[config.mk]
export PLATFORM = sky130hd
export DESIGN_NAME = memory_pipe
export DESIGN_NICKNAME = d
export VERILOG_FILES = /design/src/rtl/memory_pkg.sv /design/src/rtl/memory_rd_pipe.sv /design/src/rtl/memory_pipe.sv
export SDC_FILE = /design/constraint.sdc
export NUM_CORES = 1
export LEC_CHECK = 0
export CAP_MARGIN = 20
export CORE_UTILIZATION = 45
export DETAILED_ROUTE_END_ITERATION = 7
export HOLD_SLACK_MARGIN = 0.03
export PLACE_DENSITY_LB_ADDON = 0.08
export SLEW_MARGIN = 20
export SYNTH_ARGS = -nofsm -noshare
export SYNTH_HDL_FRONTEND = slang
export SYNTH_SLANG_ARGS = --single-unit
[constraint.sdc]
create_clock -name clk -period 3.1 [get_ports clk]
set_clock_uncertainty 0.15 [all_clocks]
set_input_delay 0.62 -clock clk [delete_from_list [all_inputs] [get_ports clk]]
set_output_delay 0.62 -clock clk [all_outputs]
set_load 0.01 [all_outputs]
[src/rtl/memory_pkg.sv]
`default_nettype none
// ============================================================================
// Module   : memory_pkg
// Brief    : Shared types, collision-mode constants and lane merge helper
//            for the memory_pipe storage primitive.
// Revision : 1.0
// ============================================================================
package memory_pkg;

    typedef enum logic [0:0] {
        CLEAR = 1'b0,
        READY = 1'b1
    } state_t;

    localparam int RD_FIRST = 0;
    localparam int WR_FIRST = 1;

    // Widest word the merge helper handles; callers zero-extend and truncate.
    localparam int MAX_W = 64;

    function automatic logic [MAX_W-1:0] lane_merge(
        input logic [MAX_W-1:0] old_word,
        input logic [MAX_W-1:0] new_word,
        input logic [MAX_W-1:0] lane_en,
        input int               lane_w
    );
        logic [MAX_W-1:0] merged;
        merged = old_word;
        for (int b = 0; b < MAX_W; b++) begin
            if (lane_en[b / lane_w]) begin
                merged[b] = new_word[b];
            end
        end
        return merged;
    endfunction

endpackage : memory_pkg
`default_nettype wire

[src/rtl/memory_rd_pipe.sv]
`default_nettype none
// ============================================================================
// Module   : memory_rd_pipe
// Brief    : Read-return delay line of RD_LAT stages carrying valid/err/data.
// Revision : 1.0
// ============================================================================
module memory_rd_pipe #(
    parameter int DATA_W = 10,
    parameter int RD_LAT = 1
) (
    input  logic              clk,
    input  logic              rst,
    input  logic              i_valid,
    input  logic              i_err,
    input  logic [DATA_W-1:0] i_data,
    input  logic              i_late_err,
    output logic              o_valid,
    output logic              o_err,
    output logic [DATA_W-1:0] o_data
);

    // Write errors report one cycle after the request, so they enter the last stage.
    generate
        if (RD_LAT == 1) begin : g_lat1
            logic              r_valid;
            logic              r_err;
            logic [DATA_W-1:0] r_data;

            always_ff @(posedge clk) begin
                if (rst) begin
                    r_valid <= 1'b0;
                    r_err   <= 1'b0;
                    r_data  <= '0;
                end else begin
                    r_valid <= i_valid;
                    r_err   <= i_err | i_late_err;
                    if (i_valid) begin
                        r_data <= i_data;
                    end
                end
            end

            assign o_valid = r_valid;
            assign o_err   = r_err;
            assign o_data  = r_data;
        end else begin : g_lat2
            logic              r_valid_s1;
            logic              r_err_s1;
            logic [DATA_W-1:0] r_data_s1;
            logic              r_valid_s2;
            logic              r_err_s2;
            logic [DATA_W-1:0] r_data_s2;

            always_ff @(posedge clk) begin
                if (rst) begin
                    r_valid_s1 <= 1'b0;
                    r_err_s1   <= 1'b0;
                    r_data_s1  <= '0;
                    r_valid_s2 <= 1'b0;
                    r_err_s2   <= 1'b0;
                    r_data_s2  <= '0;
                end else begin
                    r_valid_s1 <= i_valid;
                    r_err_s1   <= i_err;
                    if (i_valid) begin
                        r_data_s1 <= i_data;
                    end
                    r_valid_s2 <= r_valid_s1;
                    r_err_s2   <= r_err_s1 | i_late_err;
                    if (r_valid_s1) begin
                        r_data_s2 <= r_data_s1;
                    end
                end
            end

            assign o_valid = r_valid_s2;
            assign o_err   = r_err_s2;
            assign o_data  = r_data_s2;
        end
    endgenerate

endmodule : memory_rd_pipe
`default_nettype wire

[src/rtl/memory_pipe.sv]
`default_nettype none
// ============================================================================
// Module   : memory_pipe
// Brief    : 1W/1R memory with lane enables, selectable read latency,
//            collision mode, range checking and a reset-time clear sweep.
// Revision : 1.0
// ============================================================================
module memory_pipe
    import memory_pkg::*;
#(
    parameter int                MEM_SIZE  = 6,
    parameter int                DATA_W    = 10,
    parameter int                LANE_W    = 5,
    parameter int                RD_LAT    = 1,
    parameter int                RW_MODE   = RD_FIRST,
    parameter logic [DATA_W-1:0] INIT_VAL  = '0,
    localparam int               ADDR_SIZE = $clog2(MEM_SIZE),
    localparam int               LANES     = DATA_W / LANE_W
) (
    input  logic                 clk,
    input  logic                 rst,
    input  logic                 write_flag,
    input  logic [LANES-1:0]     byte_en,
    input  logic [DATA_W-1:0]    data_in,
    input  logic [ADDR_SIZE-1:0] addr_w,
    input  logic                 read_flag,
    input  logic [ADDR_SIZE-1:0] addr_r,
    output logic [DATA_W-1:0]    data_out,
    output logic                 data_valid,
    output logic                 err_flag,
    output logic                 busy
);

    generate
        if (MEM_SIZE < 2) begin : g_chk_size
            $error("memory_pipe: MEM_SIZE must be at least 2");
        end
        if (LANE_W < 1 || (DATA_W % LANE_W) != 0) begin : g_chk_lane
            $error("memory_pipe: DATA_W must be a positive multiple of LANE_W");
        end
        if (RD_LAT != 1 && RD_LAT != 2) begin : g_chk_lat
            $error("memory_pipe: RD_LAT must be 1 or 2");
        end
        if (RW_MODE != RD_FIRST && RW_MODE != WR_FIRST) begin : g_chk_mode
            $error("memory_pipe: RW_MODE must be 0 or 1");
        end
        if (DATA_W > MAX_W) begin : g_chk_width
            $error("memory_pipe: DATA_W exceeds lane_merge width");
        end
    endgenerate

    localparam logic [ADDR_SIZE:0]   c_mem_size = (ADDR_SIZE + 1)'(MEM_SIZE);
    localparam logic [ADDR_SIZE-1:0] c_last     = ADDR_SIZE'(MEM_SIZE - 1);

    logic [DATA_W-1:0]    r_mem [MEM_SIZE];
    state_t               r_state;
    state_t               w_state_nxt;
    logic [ADDR_SIZE-1:0] r_clr_addr;
    logic [ADDR_SIZE-1:0] w_clr_addr_nxt;
    logic                 r_busy;
    logic                 w_busy_nxt;

    logic                 w_ready;
    logic                 w_wr_in_range;
    logic                 w_rd_in_range;
    logic                 w_wr_hit;
    logic                 w_wr_err;
    logic                 w_rd_req;
    logic                 w_rd_err;
    logic [DATA_W-1:0]    w_wr_word;
    logic [DATA_W-1:0]    w_rd_word;

    always_ff @(posedge clk) begin
        if (rst) begin
            r_state    <= CLEAR;
            r_clr_addr <= '0;
            r_busy     <= 1'b1;
        end else begin
            r_state    <= w_state_nxt;
            r_clr_addr <= w_clr_addr_nxt;
            r_busy     <= w_busy_nxt;
        end
    end

    always_comb begin
        w_state_nxt    = r_state;
        w_clr_addr_nxt = r_clr_addr;
        w_busy_nxt     = r_busy;
        case (r_state)
            CLEAR: begin
                w_clr_addr_nxt = r_clr_addr + ADDR_SIZE'(1);
                if (r_clr_addr == c_last) begin
                    w_state_nxt    = READY;
                    w_clr_addr_nxt = '0;
                    w_busy_nxt     = 1'b0;
                end
            end
            READY: begin
                w_busy_nxt = 1'b0;
            end
            default: begin
                w_state_nxt = CLEAR;
            end
        endcase
    end

    // Reset overrides any request presented on the same edge.
    assign w_ready       = (r_state == READY) && !rst;
    assign w_wr_in_range = {1'b0, addr_w} < c_mem_size;
    assign w_rd_in_range = {1'b0, addr_r} < c_mem_size;
    assign w_wr_hit      = w_ready && write_flag && w_wr_in_range;
    assign w_wr_err      = w_ready && write_flag && !w_wr_in_range;
    assign w_rd_req      = w_ready && read_flag;
    assign w_rd_err      = w_rd_req && !w_rd_in_range;

    assign w_wr_word = DATA_W'(lane_merge(MAX_W'(r_mem[addr_w]), MAX_W'(data_in),
                                          MAX_W'(byte_en), LANE_W));

    always_comb begin
        w_rd_word = '0;
        if (w_rd_in_range) begin
            if (RW_MODE == WR_FIRST && w_wr_hit && addr_r == addr_w) begin
                w_rd_word = w_wr_word;
            end else begin
                w_rd_word = r_mem[addr_r];
            end
        end
    end

    always_ff @(posedge clk) begin
        if (!rst) begin
            if (r_state == CLEAR) begin
                r_mem[r_clr_addr] <= INIT_VAL;
            end else if (w_wr_hit) begin
                r_mem[addr_w] <= w_wr_word;
            end
        end
    end

    memory_rd_pipe #(
        .DATA_W (DATA_W),
        .RD_LAT (RD_LAT)
    ) u_rd_pipe (
        .clk        (clk),
        .rst        (rst),
        .i_valid    (w_rd_req),
        .i_err      (w_rd_err),
        .i_data     (w_rd_word),
        .i_late_err (w_wr_err),
        .o_valid    (data_valid),
        .o_err      (err_flag),
        .o_data     (data_out)
    );

    assign busy = r_busy;

endmodule : memory_pipe
`default_nettype wire

==> summary.txt <==
Floorplanning
  • # IOs: 35
  • Die Ht: 86.07 microns
  • Chip Width: 86.07 microns
  • Die area: 7408 sq um
  • # rows: 30
  • Initial Utilization: 0.4681
  • Placeable Area: ~6800 sq um

Clocking
  • CTS Buf Count: 9
  • Clk slew on worst S/H paths: 0.07 ns
  • Worst skew pair latency: about 0.34 ns
  • Post-CTS Setup Inserts: 0
  • Sink Count: 77
  • Hold_buf cts: 0
  • Clk root buf: clkbuf_8
  • CTS tree: done
  • Clk buf depth: 2
  • Post-cts resize count: 0
  • H-tree depth: 3

Worst setup path
  • Reg-to-reg startpoint: r_state
  • CP max FO: 11
  • CP startpoint: write_flag
  • Startpoint Class: primary input
  • Crit path capture type: register
  • Crit Path Category: primary input to register
  • Data required, critical path: 2.93 ns
  • Worst EP arrival: about 2.3 ns

GRT
  • Initial antenna violation count: 0
  • Tot GR Track Use: 0.1823
  • Global-route wire length before repair: 9639 microns
  • Number of global-route vias before repair: 1791
  • Largest net degree at the start of global routing: 23
  • Total gr overflow: 0

Worst hold path
  • Worst hold start: busy
  • Worst min path class: register to register

Cells and area
  • Most frequent cells in the layout: 60 x edfxtp_1, 34 x clkdlybuf4s50_1, 32 x mux2i_1
  • Fillers: between 500 and 600
  • Most common cell after layout, fill and taps aside: edfxtp_1
  • Multi-input gate area in the final layout: 935.9 sq um
  • Number of diodes: 0
  • NumNets Final: 285
  • Area Overhead vs Synth: 19.63%
  • Final core occ: 0.5600
  • Share of layout cells above drive strength 1: 0.1082
  • FF/Latch Area: 2142 sq um
  • Finished Layout Cells: ~360
  • Post-route cell area: 3805 sq um

Routing
  • Total wire length: around 6100 microns
  • Vias per cell: 5.266
  • Metal2 WL: 2821 microns
  • DR top layer: met4
  • Via Count: 1917
  • Wire length per cell: 16.84 microns
  • DR WL met3: 364 microns
  • DRT Pass-1 Iters: 4
  • DR DRC count: 0
  • Antenna viol nets, final: 0
  • WL met1: between 2000 and 3000 microns
  • 1st-iter DRT viols: about 190

Power and ir drop
  • Sw frac: 0.2282
  • Sequential share of power: 0.585
  • Pint: about 1.5 mW
  • Pleak: ~1.5 nW
  • Peak supply drop: 232.7 uV
  • Clock power share: 0.339
  • Total Power: 1.945 mW
  • Psw: 0.4437 mW
  • Comb pwr share: 0.076
  • Power density cells: between 500 and 600 nW/um^2

Place
  • GPL Wtd Cong: 0.7900
  • DP HPWL: 4531 microns
  • Port bufs: 34
  • DP Cell Count: 348
  • DP Area: 3628 sq um
  • Place WS: 0.3425 ns

Logic synthesis
  • Simple-gate share of the synthesized area: 0.08458
  • Syn nets: about 240
  • Post-Syn Instances: 219
  • Adder-cell share of the synthesized area: 0
  • Post-synthesis mux area share: 0.1007
  • Post-synth cell types: 35
  • Yosys top cell area share: 0.5665
  • Main combinational cell family by area after synthesis: compound AO/OA/AOI/OAI gates
  • Yosys reg bits: 77
  • Synth area leaders: edfxtp_1 57%, dfxtp_1 11%, mux2i_1 10%, a32o_1 3.1%, a22oi_1 2.4%
  • Synth warnings: 0
  • Synth Area in Compound Gates: 0.1090
  • Post-synthesis sequential area ratio: 0.6735
  • Synth Area in XOR/XNOR: 0
  • Leading area contributor after synthesis: edfxtp_1
  • Cell Area, Synth: around 3200 sq um
  • Mapped Avg Cell Area: 14.52 sq um

Flow run
  • Max_cap viols: 0

Timing
  • Final hold violation count: 0
  • Setup TNS: 0 ns
  • Final max-slew violation count: 0
  • Fin crit share: 0.7844
  • Post-route minimum period: 2.432 ns
  • Hold Slack: around 0.31 ns
  • Rel. slew slack: 0.6167
  • Fmax: between 400 and 500 MHz
  • RSZ-0062 raised after global routing: false
  • Final setup vio count: 0
  • Setup WS post-layout: 0.6685 ns
  • Worst Tran Pin Value: 0.5750 ns

Status
  • Run status: completed
[routing by layer]
metal	vias up	track usage
met4	0	0.06364
met3	2	0.06352
li1	944	-
met2	68	0.2547
met1	903	0.2634
met5	-	0
[cell type report]
| type | count | share of cell area |
|---|---|---|
| Clock buffer | 10 | 0.03617 |
| Sequential cell | 77 | 0.5630 |
| Multi-Input combinational cell | 127 | 0.2460 |
| Clock inverter | 6 | 0.01019 |
| Inverter | 4 | 0.003946 |
| Tap cell | 96 | 0.03157 |
| Timing Repair Buffer | 44 | 0.1092 |
[power by group through the flow]
stage	Clock (mW)	Combinational, mW	Sequential (mW)
final	0.659	0.147	1.14
after floorplan	0	0.0910	1.16
after global placement	0	0.146	1.16
after global routing	0.725	0.161	1.14
after CTS	0.677	0.148	1.14
after detailed placement	0	0.147	1.16
[synthesized netlist by cell type (all sizes together)]
cell and number:
mux2i 32, nand3b 2, dfxtp 17, o21ai 4, o2bb2ai 1, nand4 4
a32o 10, o21bai 2, a21oi 14, nand2 11, a2bb2oi 1, a31oi 3
and3 10, o211ai 1, nor3b 1, and3b 1, buf 10, inv 4
clkbuf 1, nand3 1, and4b 2, a21o 1, nor2b 7, nor2 7
edfxtp 60, or2 1, a22oi 10, nor3 1
[flip-flops by register name (all words and copies together), names as in the netlist]
register,flops
r_mem,60
u_rd_pipe.o_data,10
busy,1
r_clr_addr,3
u_rd_pipe.o_err,1
u_rd_pipe.o_valid,1
r_state,1
[kinds of logic after synthesis]
group,after synthesis
and+or+nand+nor,48
muxes,32
buffers and inverters,15
DFF,77
AOI/OAI and AO/OA,47
[path summary, 6_finish.rpt]
kind | endpoint | slack, ns | depth (start not counted)
hold reg to reg | busy | 0.31 | 1
setup / recovery | r_mem[0][1] | 0.67 | 4
hold / removal | busy | 0.31 | 1
setup reg to reg | r_mem[0][1] | 0.91 | 3
[worst max-delay path, cell delays in order]
cell	delay, ns
clkdlybuf4s50_1	0.50
and3b_1	0.38
nand4_1	0.24
a21oi_1	0.52
No activity file was read; power rests on OpenSTA's default activity.
